===== config.mk =====
export PLATFORM = sky130hd
export DESIGN_NAME = serial_bit_feeder
export DESIGN_NICKNAME = d
export VERILOG_FILES = /design/src/rtl/serial_feeder_pkg.sv /design/src/rtl/feeder_bit_counter.sv /design/src/rtl/serial_bit_feeder.sv
export SDC_FILE = /design/constraint.sdc
export NUM_CORES = 1
export LEC_CHECK = 0
export BUFFER_PORTS_ARGS = -buffer_cell sky130_fd_sc_hd__buf_2
export CAP_MARGIN = 10
export CORE_MARGIN = 1
export CORE_UTILIZATION = 52
export CTS_CLUSTER_SIZE = 8
export DETAILED_ROUTE_END_ITERATION = 10
export GPL_TIMING_DRIVEN = 0
export PLACE_DENSITY = 0.76
export SETUP_SLACK_MARGIN = 0.2
export SLEW_MARGIN = 20
export SYNTH_ARGS = -nofsm -noshare
export SYNTH_HDL_FRONTEND = slang
export SYNTH_SLANG_ARGS = --single-unit

===== constraint.sdc =====
create_clock -name clk -period 1.9 [get_ports clk]
set_clock_uncertainty 0.2 [all_clocks]
set_input_delay 0 -clock clk [delete_from_list [all_inputs] [get_ports clk]]
set_output_delay 0 -clock clk [all_outputs]
set_load 0.03 [all_outputs]

===== src/rtl/serial_feeder_pkg.sv =====
// Shared definitions for the serial bit feeder and the downstream detector bench.
// State encodings, the idle line level and the word-parity helper live here.
package serial_feeder_pkg;

  typedef logic [1:0] feeder_state_t;

  localparam feeder_state_t ST_IDLE   = 2'd0;
  localparam feeder_state_t ST_SHIFT  = 2'd1;
  localparam feeder_state_t ST_PARITY = 2'd2;

  localparam logic IDLE_BIT_DEFAULT = 1'b1;
  localparam int   MAX_WIDTH        = 32;

  // Even parity over a word zero-extended to MAX_WIDTH bits.
  function automatic logic word_parity(input logic [MAX_WIDTH-1:0] w);
    return ^w;
  endfunction

endpackage


===== src/rtl/feeder_bit_counter.sv =====
// Loadable down-counter with an is-zero flag; counts only on enabled ticks
// and parks at zero, so the owning FSM must reload it for the next word.
module feeder_bit_counter #(
  parameter int CW = 3
) (
  input  logic          i_clk,
  input  logic          i_rst_n,
  input  logic          i_load,
  input  logic [CW-1:0] i_load_val,
  input  logic          i_en,
  input  logic          i_tick,
  output logic          o_zero
);

  logic [CW-1:0] r_cnt;

  // Load has priority over counting; a load and a last-bit tick may coincide.
  always_ff @(posedge i_clk or negedge i_rst_n) begin
    if (!i_rst_n) begin
      r_cnt <= {CW{1'b0}};
    end else if (i_load) begin
      r_cnt <= i_load_val;
    end else if (i_en && i_tick && (r_cnt != {CW{1'b0}})) begin
      r_cnt <= r_cnt - CW'(1);
    end else begin
      r_cnt <= r_cnt;
    end
  end

  assign o_zero = (r_cnt == {CW{1'b0}});

endmodule


===== src/rtl/serial_bit_feeder.sv =====
// Parallel-to-serial front end: words accepted on valid/ready, sent MSB-first one bit per tick.
// Define SERIAL_FEEDER_PARITY_EN to append an even-parity bit to every word.
module serial_bit_feeder
  import serial_feeder_pkg::*;
#(
  parameter int   WIDTH    = 8,
  parameter logic IDLE_BIT = IDLE_BIT_DEFAULT
) (
  input  logic             clk,
  input  logic             reset,
  input  logic [WIDTH-1:0] in_data,
  input  logic             in_valid,
  output logic             in_ready,
  input  logic             tick,
  output logic             x,
  output logic             x_valid,
  output logic             busy,
  output logic             done
);

  localparam int            CW       = (WIDTH > 2) ? $clog2(WIDTH) : 1;
  localparam logic [CW-1:0] LAST_IDX = CW'(WIDTH - 1);

  feeder_state_t    r_state;
  feeder_state_t    w_state_nxt;
  logic [WIDTH-1:0] r_sreg;
  logic             r_x;
  logic             r_x_valid;
  logic             r_done;
  logic             w_cnt_zero;
  logic             w_frame_end;
  logic             w_accept;
  logic             w_shift_tick;
`ifdef SERIAL_FEEDER_PARITY_EN
  logic             r_par;
`endif

`ifdef SERIAL_FEEDER_PARITY_EN
  assign w_frame_end = (r_state == ST_PARITY) && tick;
`else
  assign w_frame_end = (r_state == ST_SHIFT) && tick && w_cnt_zero;
`endif

  // A new word may only enter from idle or on the tick that finishes the current frame.
  assign in_ready     = (r_state == ST_IDLE) || w_frame_end;
  assign w_accept     = in_valid && in_ready;
  assign w_shift_tick = (r_state == ST_SHIFT) && tick;

  feeder_bit_counter #(
    .CW (CW)
  ) u_bit_counter (
    .i_clk      (clk),
    .i_rst_n    (reset),
    .i_load     (w_accept),
    .i_load_val (LAST_IDX),
    .i_en       (r_state == ST_SHIFT),
    .i_tick     (tick),
    .o_zero     (w_cnt_zero)
  );

  // Next-state decode for the IDLE/SHIFT(/PARITY) frame sequencer.
  always_comb begin
    w_state_nxt = r_state;
    case (r_state)
      ST_IDLE: begin
        if (w_accept) begin
          w_state_nxt = ST_SHIFT;
        end else begin
          w_state_nxt = ST_IDLE;
        end
      end
      ST_SHIFT: begin
        if (tick && w_cnt_zero) begin
`ifdef SERIAL_FEEDER_PARITY_EN
          w_state_nxt = ST_PARITY;
`else
          if (w_accept) begin
            w_state_nxt = ST_SHIFT;
          end else begin
            w_state_nxt = ST_IDLE;
          end
`endif
        end else begin
          w_state_nxt = ST_SHIFT;
        end
      end
`ifdef SERIAL_FEEDER_PARITY_EN
      ST_PARITY: begin
        if (tick) begin
          if (w_accept) begin
            w_state_nxt = ST_SHIFT;
          end else begin
            w_state_nxt = ST_IDLE;
          end
        end else begin
          w_state_nxt = ST_PARITY;
        end
      end
`endif
      default: w_state_nxt = ST_IDLE;
    endcase
  end

  // Datapath and output registers; a reload in the frame-end cycle overrides the shift.
  always_ff @(posedge clk or negedge reset) begin
    if (!reset) begin
      r_state   <= ST_IDLE;
      r_sreg    <= {WIDTH{1'b0}};
      r_x       <= IDLE_BIT;
      r_x_valid <= 1'b0;
      r_done    <= 1'b0;
`ifdef SERIAL_FEEDER_PARITY_EN
      r_par     <= 1'b0;
`endif
    end else begin
      r_state   <= w_state_nxt;
      r_x_valid <= 1'b0;
      r_done    <= 1'b0;
      if (w_shift_tick) begin
        r_x       <= r_sreg[WIDTH-1];
        r_sreg    <= {r_sreg[WIDTH-2:0], 1'b0};
        r_x_valid <= 1'b1;
`ifndef SERIAL_FEEDER_PARITY_EN
        r_done    <= w_cnt_zero;
`endif
`ifdef SERIAL_FEEDER_PARITY_EN
      end else if ((r_state == ST_PARITY) && tick) begin
        r_x       <= r_par;
        r_x_valid <= 1'b1;
        r_done    <= 1'b1;
`endif
      end else if ((r_state == ST_IDLE) && tick) begin
        r_x <= IDLE_BIT;
      end
      if (w_accept) begin
        r_sreg <= in_data;
`ifdef SERIAL_FEEDER_PARITY_EN
        r_par  <= word_parity(MAX_WIDTH'(in_data));
`endif
      end
    end
  end

  assign x       = r_x;
  assign x_valid = r_x_valid;
  assign done    = r_done;
  assign busy    = (r_state != ST_IDLE);

endmodule


* Word-level counts from Yosys, hierarchy flattened
Cells that the tools add are included.
** Storage, ports and cells
- Register bits :: 16
- Bits in latches :: 0
- Bits in writable memories :: 0
- Memory bits (read-only) :: 0
- Bits of input ports :: 12
- Output and inout port bits :: 5
- Logic and storage cells :: 33
- Memories kept :: 0
** Cells by class
- $add $sub $neg :: 1
- Multipliers :: 0
- Div/mod/pow operators :: 0
- $lt $le $gt $ge :: 0
- Eq/ne operators :: 1
- Shift-type cells :: 0
- Mux-type cells :: 11
- Bitwise logic cells :: 0
- Reductions and logical operators :: 14
** Operators with widths (number)
- $mux W8 :: 2
- $reduce_bool A2 Y1 :: 4
- $logic_and A1 B1 Y1 :: 6
- $mux W3 :: 2
- $mux W1 :: 5
- $pmux W2 S2 :: 1
- $logic_not A3 Y1 :: 1
- $reduce_bool A3 Y1 :: 1
- $sub A3 B1 Y3 const B :: 1
- $eq A2 B1 Y1 const B :: 1
- $logic_not A2 Y1 :: 1
- $mux W2 :: 1
- $logic_or A1 B1 Y1 :: 1

* Logic depth before layout (Yosys ltp)
Gate-level depths: netlist of run 1.
- Depth after elaboration :: 8
- Gate-level depth with buffers :: 6
- Mapped depth without buffers :: 5

* Hierarchy
From an unflattened synthesis of run 1, not the netlist that was laid out.
** Second synthesis, totals
- Cell total of the unflattened synthesis :: 77
- Area, all modules :: 805.8 um^2
** By module, submodules not included
- serial_bit_feeder :: times used 1, cells each 55, area an instance 611.8 um^2, sequential area each 301.5 um^2
- feeder_bit_counter :: times used 1, cells each 22, area an instance 193.9 um^2, sequential area each 75.1 um^2

* Worst setup path after synthesis of run 1
Ideal clock, no wire load.
- Path kind :: reg-to-reg
- Start point :: reg u_bit_counter.r_cnt[0]
- End point :: reg r_state[0]
- Library setup time :: 0.159 ns
- Arrival time :: 1.672 ns
- Required time :: 1.541 ns
- Slack :: -0.131 ns
- Cell stages (with the launch flop) :: 6
- Buffers on the path :: 0
- Period minus slack after synthesis :: 2.031 ns
- Path through :: dfrtp_1 -> inv_1 -> ha_1 -> nand2b_1 -> o21ai_0 -> nand2b_1
** On the way
- Cells in the longest elaborated chain, start to end :: 7
- Elaborated cells between the ends (all ways) :: 8
- Classes of those cells :: mux (3); reduce/logical (5)
** RTL lines
- start: declaration :: RTL line feeder_bit_counter.sv:15 : logic [CW-1:0] r_cnt;
- start signal: assignment :: RTL line feeder_bit_counter.sv:20 : r_cnt <= {CW{1'b0}};
- start signal: assignment :: RTL line feeder_bit_counter.sv:22 : r_cnt <= i_load_val;
- start signal: assignment :: RTL line feeder_bit_counter.sv:24 : r_cnt <= r_cnt - CW'(1);
- $logic_not A3 Y1 * :: RTL line feeder_bit_counter.sv:30 : assign o_zero = (r_cnt == {CW{1'b0}});
- $logic_and A1 B1 Y1 * :: RTL line serial_bit_feeder.sv:41 : assign w_frame_end = (r_state == ST_SHIFT) && tick && w_cnt_zero;
- $logic_or A1 B1 Y1 * :: RTL line serial_bit_feeder.sv:45 : assign in_ready = (r_state == ST_IDLE) || w_frame_end;
- net in_ready :: RTL line serial_bit_feeder.sv:13 : output logic in_ready,
- $logic_and A1 B1 Y1 * :: RTL line serial_bit_feeder.sv:46 : assign w_accept = in_valid && in_ready;
- $mux W1 * :: RTL line serial_bit_feeder.sv:66, serial_bit_feeder.sv:77
- $mux W2 :: RTL line serial_bit_feeder.sv:73 : if (tick && w_cnt_zero) begin
- $pmux W2 S2 * :: RTL line serial_bit_feeder.sv:64 : case (r_state)
- net w_state_nxt[0] :: RTL line serial_bit_feeder.sv:25 : feeder_state_t w_state_nxt;
- end signal: assignment :: RTL line serial_bit_feeder.sv:116 : r_state <= w_state_nxt;
- end: declaration :: RTL line serial_bit_feeder.sv:24 : feeder_state_t r_state;
The timed path passes the listed nets; every way through them passes the cells marked *.
A chain may end at the register's enable or synchronous reset.

* Worst setup path in the final report of run 1
- Start point :: reg u_bit_counter.r_cnt[0]
- End point :: out in_ready
** On the way
- Cells in the longest elaborated chain, start to end :: 3
** RTL lines (RTL line)
- $logic_not A3 Y1 :: feeder_bit_counter.sv:30
- $logic_and A1 B1 Y1 :: serial_bit_feeder.sv:41
- $logic_or A1 B1 Y1 :: serial_bit_feeder.sv:45
- end: declaration :: serial_bit_feeder.sv:13
Every way passes these cells.

==> impl_metrics.toml, run 1 <==
[run_status]
status = "finished, final reports clean"

[cts]
clock-sinks = 15
clockRootBuffer = "clkbuf_4"
clockBufferDepth = 2
clk_pin_slew_ns = 0.09
cts_tree = "built"
htree_levels = 1
clk_latency_ns = 0.28
numCtsBuffers = 3

[placed_design]
dpl.hpwl_um = 1310
gp_congestion = 0.756
portBuffers = 15
pre_cts_ws_ns = 0.153

[setup_path]
crit_path_start_kind = "register"
cp_max_fo = 6
end_kind = "primary output"
critPathRequiredTime_ns = 1.70
crit_type = "register to primary output"
cp.arrival_ns = 1.49

[timing]
fmax_ghz = 0.593
fin_ws_ns = 0.215
final-max-slew-violation-count = 0
timing.hold.ws_ns = 0.332
setup_viol = 0
finalCritPeriodShare_pct = 88.7
relSlewSlack_pct = 54.7
rsz0062_at_grt = "yes"
hold_viol_final = 0
tightestPinTransition_ns = 0.678
fin_crit_ns = 1.69
setup-tns-final_ns = 0

[global_routing]
met1_usage_pct = 35.0
grt_pass1_vias = 755
antenna_found_initial = 0
met2_usage_pct = 40.6
grt_use_met3_pct = 2.59
grt_max_degree = 15
grtUsageTotal_pct = 25.3
top_usage_layer = "met2"
grt_overflow = 0
grt_pass1_wl_um = 3420

[yosys]
synth_area_um2 = 858
synth_fa_ha_area_share_pct = 2.92
synth_nets = 98
synth_compound_area_share_pct = 22.4
yosys.area.top_type = "dfrtp_1"
yosysTopAreaCellShare_pct = 40.8
synth_top_family_by_area = "compound AO/OA/AOI/OAI gates"
yosys-top-cells-area = "dfrtp_1, mux2_2, o32ai_1, o22ai_1, nor2_1"
ys_warn_count = 0
yosys.area_share.simple_pct = 13.4
syn_area_per_cell_um2 = 10.2
synth-xor-area-share_pct = 0
postSynthCellCount = 84
ys_seq_area_share_pct = 43.9
ys_ff_latch = 15
synth.area.mux_share_pct = 10.3
yosysUniqueCellTypes = 26

[drt]
dr.pass1.iters = 4
vias = 811
drtAntennaViolNets = 0
drc = 0
drt-initial-drc-count = 13
viasPerCell = 6.01
postRouteWirelength_um = 2140
post_drt_wl_per_cell_um = 15.8

[cells_and_area]
diodes = 0
final_layout_size_suffix_gt1_share_pct = 40.3
synthToLayoutAreaGrowth_pct = 39.9
n_fill_cell = 96
fin_nets = 134
final_core_util_pct = 78.8

[floorplanning]
rows = 14
die_width_um = 42.6
core_area_um2 = 1520
dieArea_um2 = 1820
boundaryPins = 17
initial_core_util_pct = 56.3
die_h_um = 42.6

[pwr]
leakage_nw = 0.531
p_per_area_nw_per_um2 = 1060
vdd_ir_drop_max_mv = 0.674

[job]
cap_violations = 0

[min_path]
hp-class = "register to register"
-- through the flow --
step | total power [mW] | cells | cell area, µm²
2_1_floorplan | 0.835 | 84 | 862
3_3_place_gp | 0.920 | 115 | 957
3_5_place_dp | 0.949 | 115 | 957
4_1_cts | 1.18 | 132 | 1130
5_1_grt | 1.35 | 135 | 1200
6_report | 1.27 | 135 | 1200
-- synthesized netlist by cell type, drive strengths merged --
master   count
dfstp        1
a2bb2oi      1
a31o         1
mux2         7
nand2        4
a21oi        2
ha           2
buf          4
or2          1
inv          5
and3b        1
o22ai        9
o21ai        3
dfrtp       14
nand4b       1
o22a         2
clkbuf       3
nor2         8
nand2b       3
nor2b        2
mux2i        1
a211oi       2
o32ai        7
-- worst paths after layout --
kind / startpoint / to / slack, ns / cells past startpoint
setup / recovery: u_bit_counter.r_cnt[0] / in_ready / 0.21 / 5
hold / removal: r_sreg[7] / x / 0.33 / 1
setup reg to reg: u_bit_counter.r_cnt[0] / r_sreg[7] / 0.27 / 6
hold reg to reg: r_sreg[7] / x / 0.33 / 1
max in group asynchronous: reset / r_sreg[7] / 0.44 / 3
min in group asynchronous: reset / x / 0.58 / 3
-- critical path: stages, from the launching register on --
cell	delay, ns
dfrtp_1	0.41
inv_2	0.09
ha_4	0.18
nand2b_1	0.13
o21ai_2	0.23
buf_6	0.16
-- flip-flops by register name, indices dropped and copies added (netlist names) --
name	flops
done	1
r_sreg	8
r_state	1
u_bit_counter.r_cnt	3
x	1
x_valid	1
-- placed cells by master, fill, tap and decap left out --
cell type and n:
a211oi_1 2, a21oi_1 2, a2bb2oi_1 1, a31o_2 1, and3b_1 1, buf_2 16
buf_4 4, buf_6 2, clkbuf_1 2, clkbuf_2 1, clkbuf_4 3, clkinv_2 1
dfrtp_1 14, dfstp_2 1, dlygate4sd3_1 13, ha_1 1, ha_4 1, inv_1 3
inv_2 2, mux2_2 7, mux2i_1 1, nand2_1 4, nand2b_1 3, nand4b_4 1
nor2_1 8, nor2b_1 2, o21ai_0 2, o21ai_2 1, o22a_1 2, o22ai_1 9
o32ai_1 1, o32ai_2 6, or2_2 1
-- cell families (layout without fill, tap and decap cells) --
kind of cell    after synthesis  count (layout)
buf+inv                      12              47
compound gates               27              27
flops                        15              15
simple gates                 20              20
mux                           8               8
fa+ha+maj                     2               2
-- power by group --
group          internal [mW]  switching (mW)  total (mW)
Sequential             0.432          0.0968       0.529
Combinational          0.293           0.262       0.555
Clock                 0.0781           0.108       0.186
Total                  0.803           0.467        1.27
-- metal layers --
metal  up-vias  routed length [µm]  part of all wire (%)
met5         -                   0                     0
met4         0                  21                  0.98
met3         4                  43                   2.0
met2        15                1060                    50
met1       409                1010                    47
li1        383                   -                     -
-- timing repair --
action                                 in CTS  in global routing
setup endpoints to repair                   8                  7
endpoints found under the hold margin      27                  0
pin swaps                                   0                  1
hold buffers                               13                  0
gates resized for setup                     4                  8
buffers inserted                            0                  3
-- final cells by class --
cell class	instances	area, µm²	area share [%]
plain buffers	7	41.3	3.44
clock buffers	3	22.5	1.88
clock inverters	1	5.00	0.417
inverters	5	18.8	1.56
multi-input cells	57	483	40.2
flip-flops and latches	15	377	31.4
well taps	16	20.0	1.67
repair buffers	31	234	19.5
Power figures use the tool's default switching activity.
==> run 2: changes to the inputs <==
- REMOVE_ABC_BUFFERS: not set -> 1
==> run 2 against run 1 <==
Against the previous run: cell count shrank 5.9%; sequential share of layout area grew 2.2 points; critical endpoint is now r_sreg[1]; largest power group is now registers; register-to-register slack about the same.
==> impl_metrics.toml, run 2 (same netlist as run 1, synthesis figures left out) <==
[run_status]
status = "finished, final reports clean"

[drt]
drtAntennaViolNets = 0
post_drt_wl_per_cell_um = 15.4
drt-initial-drc-count = 35
vias = 781
drc = 0
viasPerCell = 6.15
dr.pass1.iters = 4
postRouteWirelength_um = 1950

[cells_and_area]
final_layout_size_suffix_gt1_share_pct = 35.1
ff_latch_area_um2 = 378
fin_nets = 126
synthToLayoutAreaGrowth_pct = 31.2
largest_register = "r_sreg"
n_fill_cell = 108
most-common-layout-cells = "buf_2, dfrtp_1, dlygate4sd3_1"
top_regs = "r_sreg: 8 flops, u_bit_counter.r_cnt: 3 flops"
final_common_cell = "buf_2"
diodes = 0
final_core_util_pct = 73.9
multi_input_area_um2 = 449
largest_register_ff_count = 8

[timing]
relSlewSlack_pct = 56.4
timing.hold.ws_ns = 0.338
setup_viol = 0
rsz0062_at_grt = "no"
fin_ws_ns = 0.273
fmax_ghz = 0.615
tightestPinTransition_ns = 0.652
final-max-slew-violation-count = 0
finalCritPeriodShare_pct = 85.6
fin_crit_ns = 1.63
hold_viol_final = 0

[pwr]
combPwrFrac_pct = 41.1
clkPwrFrac_pct = 15.5
vdd_ir_drop_max_mv = 0.800
p_sw_share_pct = 36.5
p_int_mw = 0.778
pwr-share-seq_pct = 43.4
leakage_nw = 0.496
p_sw_mw = 0.446
p_per_area_nw_per_um2 = 1090

[floorplanning]
die_h_um = 42.6
core_area_um2 = 1520
boundaryPins = 17
rows = 14
die_width_um = 42.6
dieArea_um2 = 1820
initial_core_util_pct = 56.3

[global_routing]
grtUsageTotal_pct = 24.8
grt_max_degree = 20
grt_pass1_wl_um = 3310
antenna_found_initial = 0
grt_overflow = 0
grt_pass1_vias = 676

[job]
cap_violations = 0

[setup_path]
crit_path_start_kind = "register"
crit_type = "register to register"
cp_max_fo = 8
critPathRequiredTime_ns = 1.87
cp.arrival_ns = 1.60
end_kind = "register"

[cts]
clock-sinks = 15
numCtsBuffers = 3
clockRootBuffer = "clkbuf_4"
cts_tree = "built"
clk_latency_ns = 0.29
clk_pin_slew_ns = 0.10
htree_levels = 1
clockBufferDepth = 2

[min_path]
hp-class = "register to register"

[placed_design]
dpl.hpwl_um = 1190
portBuffers = 16
pre_cts_ws_ns = 0.0643
gp_congestion = 0.730
==> run 2: changes by cell type in the layout (fill, tap and decap cells not counted), sizes merged <==
cell / before / now
buf: 22 / 17
clkbuf: 6 / 3
==> run 2: worst max-delay path: stages (launching register included) <==
cell and delay, ns:
dfrtp_1 0.42, inv_1 0.12, ha_4 0.20, buf_12 0.11, nand4b_4 0.16, o22ai_1 0.21, nor2_1 0.09
==> run 2: final timing paths <==
check	startpoint	to	slack, ns	depth (start not counted)
min reg2reg	r_sreg[7]	x	0.34	1
max in group asynchronous	reset	r_state[0]	0.44	3
max	u_bit_counter.r_cnt[0]	r_sreg[1]	0.27	6
min	r_sreg[7]	x	0.34	1
max reg2reg	u_bit_counter.r_cnt[0]	r_sreg[1]	0.27	6
min in group asynchronous	reset	x	0.54	3
==> run 2: timing repair <==
| action | CTS | global route |
|---|---|---|
| resized for setup | 2 | 9 |
| endpoints found under the setup margin | 9 | 8 |
| pin swaps | 0 | 1 |
| hold buffers | 13 | 0 |
| buffers inserted | 0 | 1 |
| hold endpoints to repair | 26 | 0 |
==> run 2: layout make-up <==
type	instances	share of cell area (%)
Inverter	5	1.67
Timing Repair Buffer	30	20.7
Tap cell	16	1.78
Clock buffer	3	2.00
Sequential cell	15	33.6
Clock inverter	1	0.444
Multi-Input combinational cell	57	39.9
==> run 2: power groups by stage <==
| stage | clock (mW) | sequential (mW) | combinational [mW] |
|---|---|---|---|
| after floorplan | 0 | 0.538 | 0.279 |
| after global placement | 0 | 0.523 | 0.382 |
| after detailed placement | 0 | 0.531 | 0.398 |
| after CTS | 0.186 | 0.525 | 0.423 |
| after global routing | 0.207 | 0.548 | 0.555 |
| final | 0.189 | 0.532 | 0.503 |
==> run 2: layer usage <==
metal	GRT usage (%)	share of wire [%]
met1	34.2	44
met2	38.2	51
met3	6.47	4.3
met4	7.50	0.56
met5	0	0
==> run 2: metrics by stage <==
stage                     TNS (ns)  cells  power (mW)  instance area, µm²
final                            0    127        1.22                1130
after global routing             0    127        1.31                1130
after CTS                        0    126        1.13                1080
after detailed placement         0    109       0.928                 917
after global placement           0    109       0.905                 917
after floorplan             -0.131     77       0.817                 817
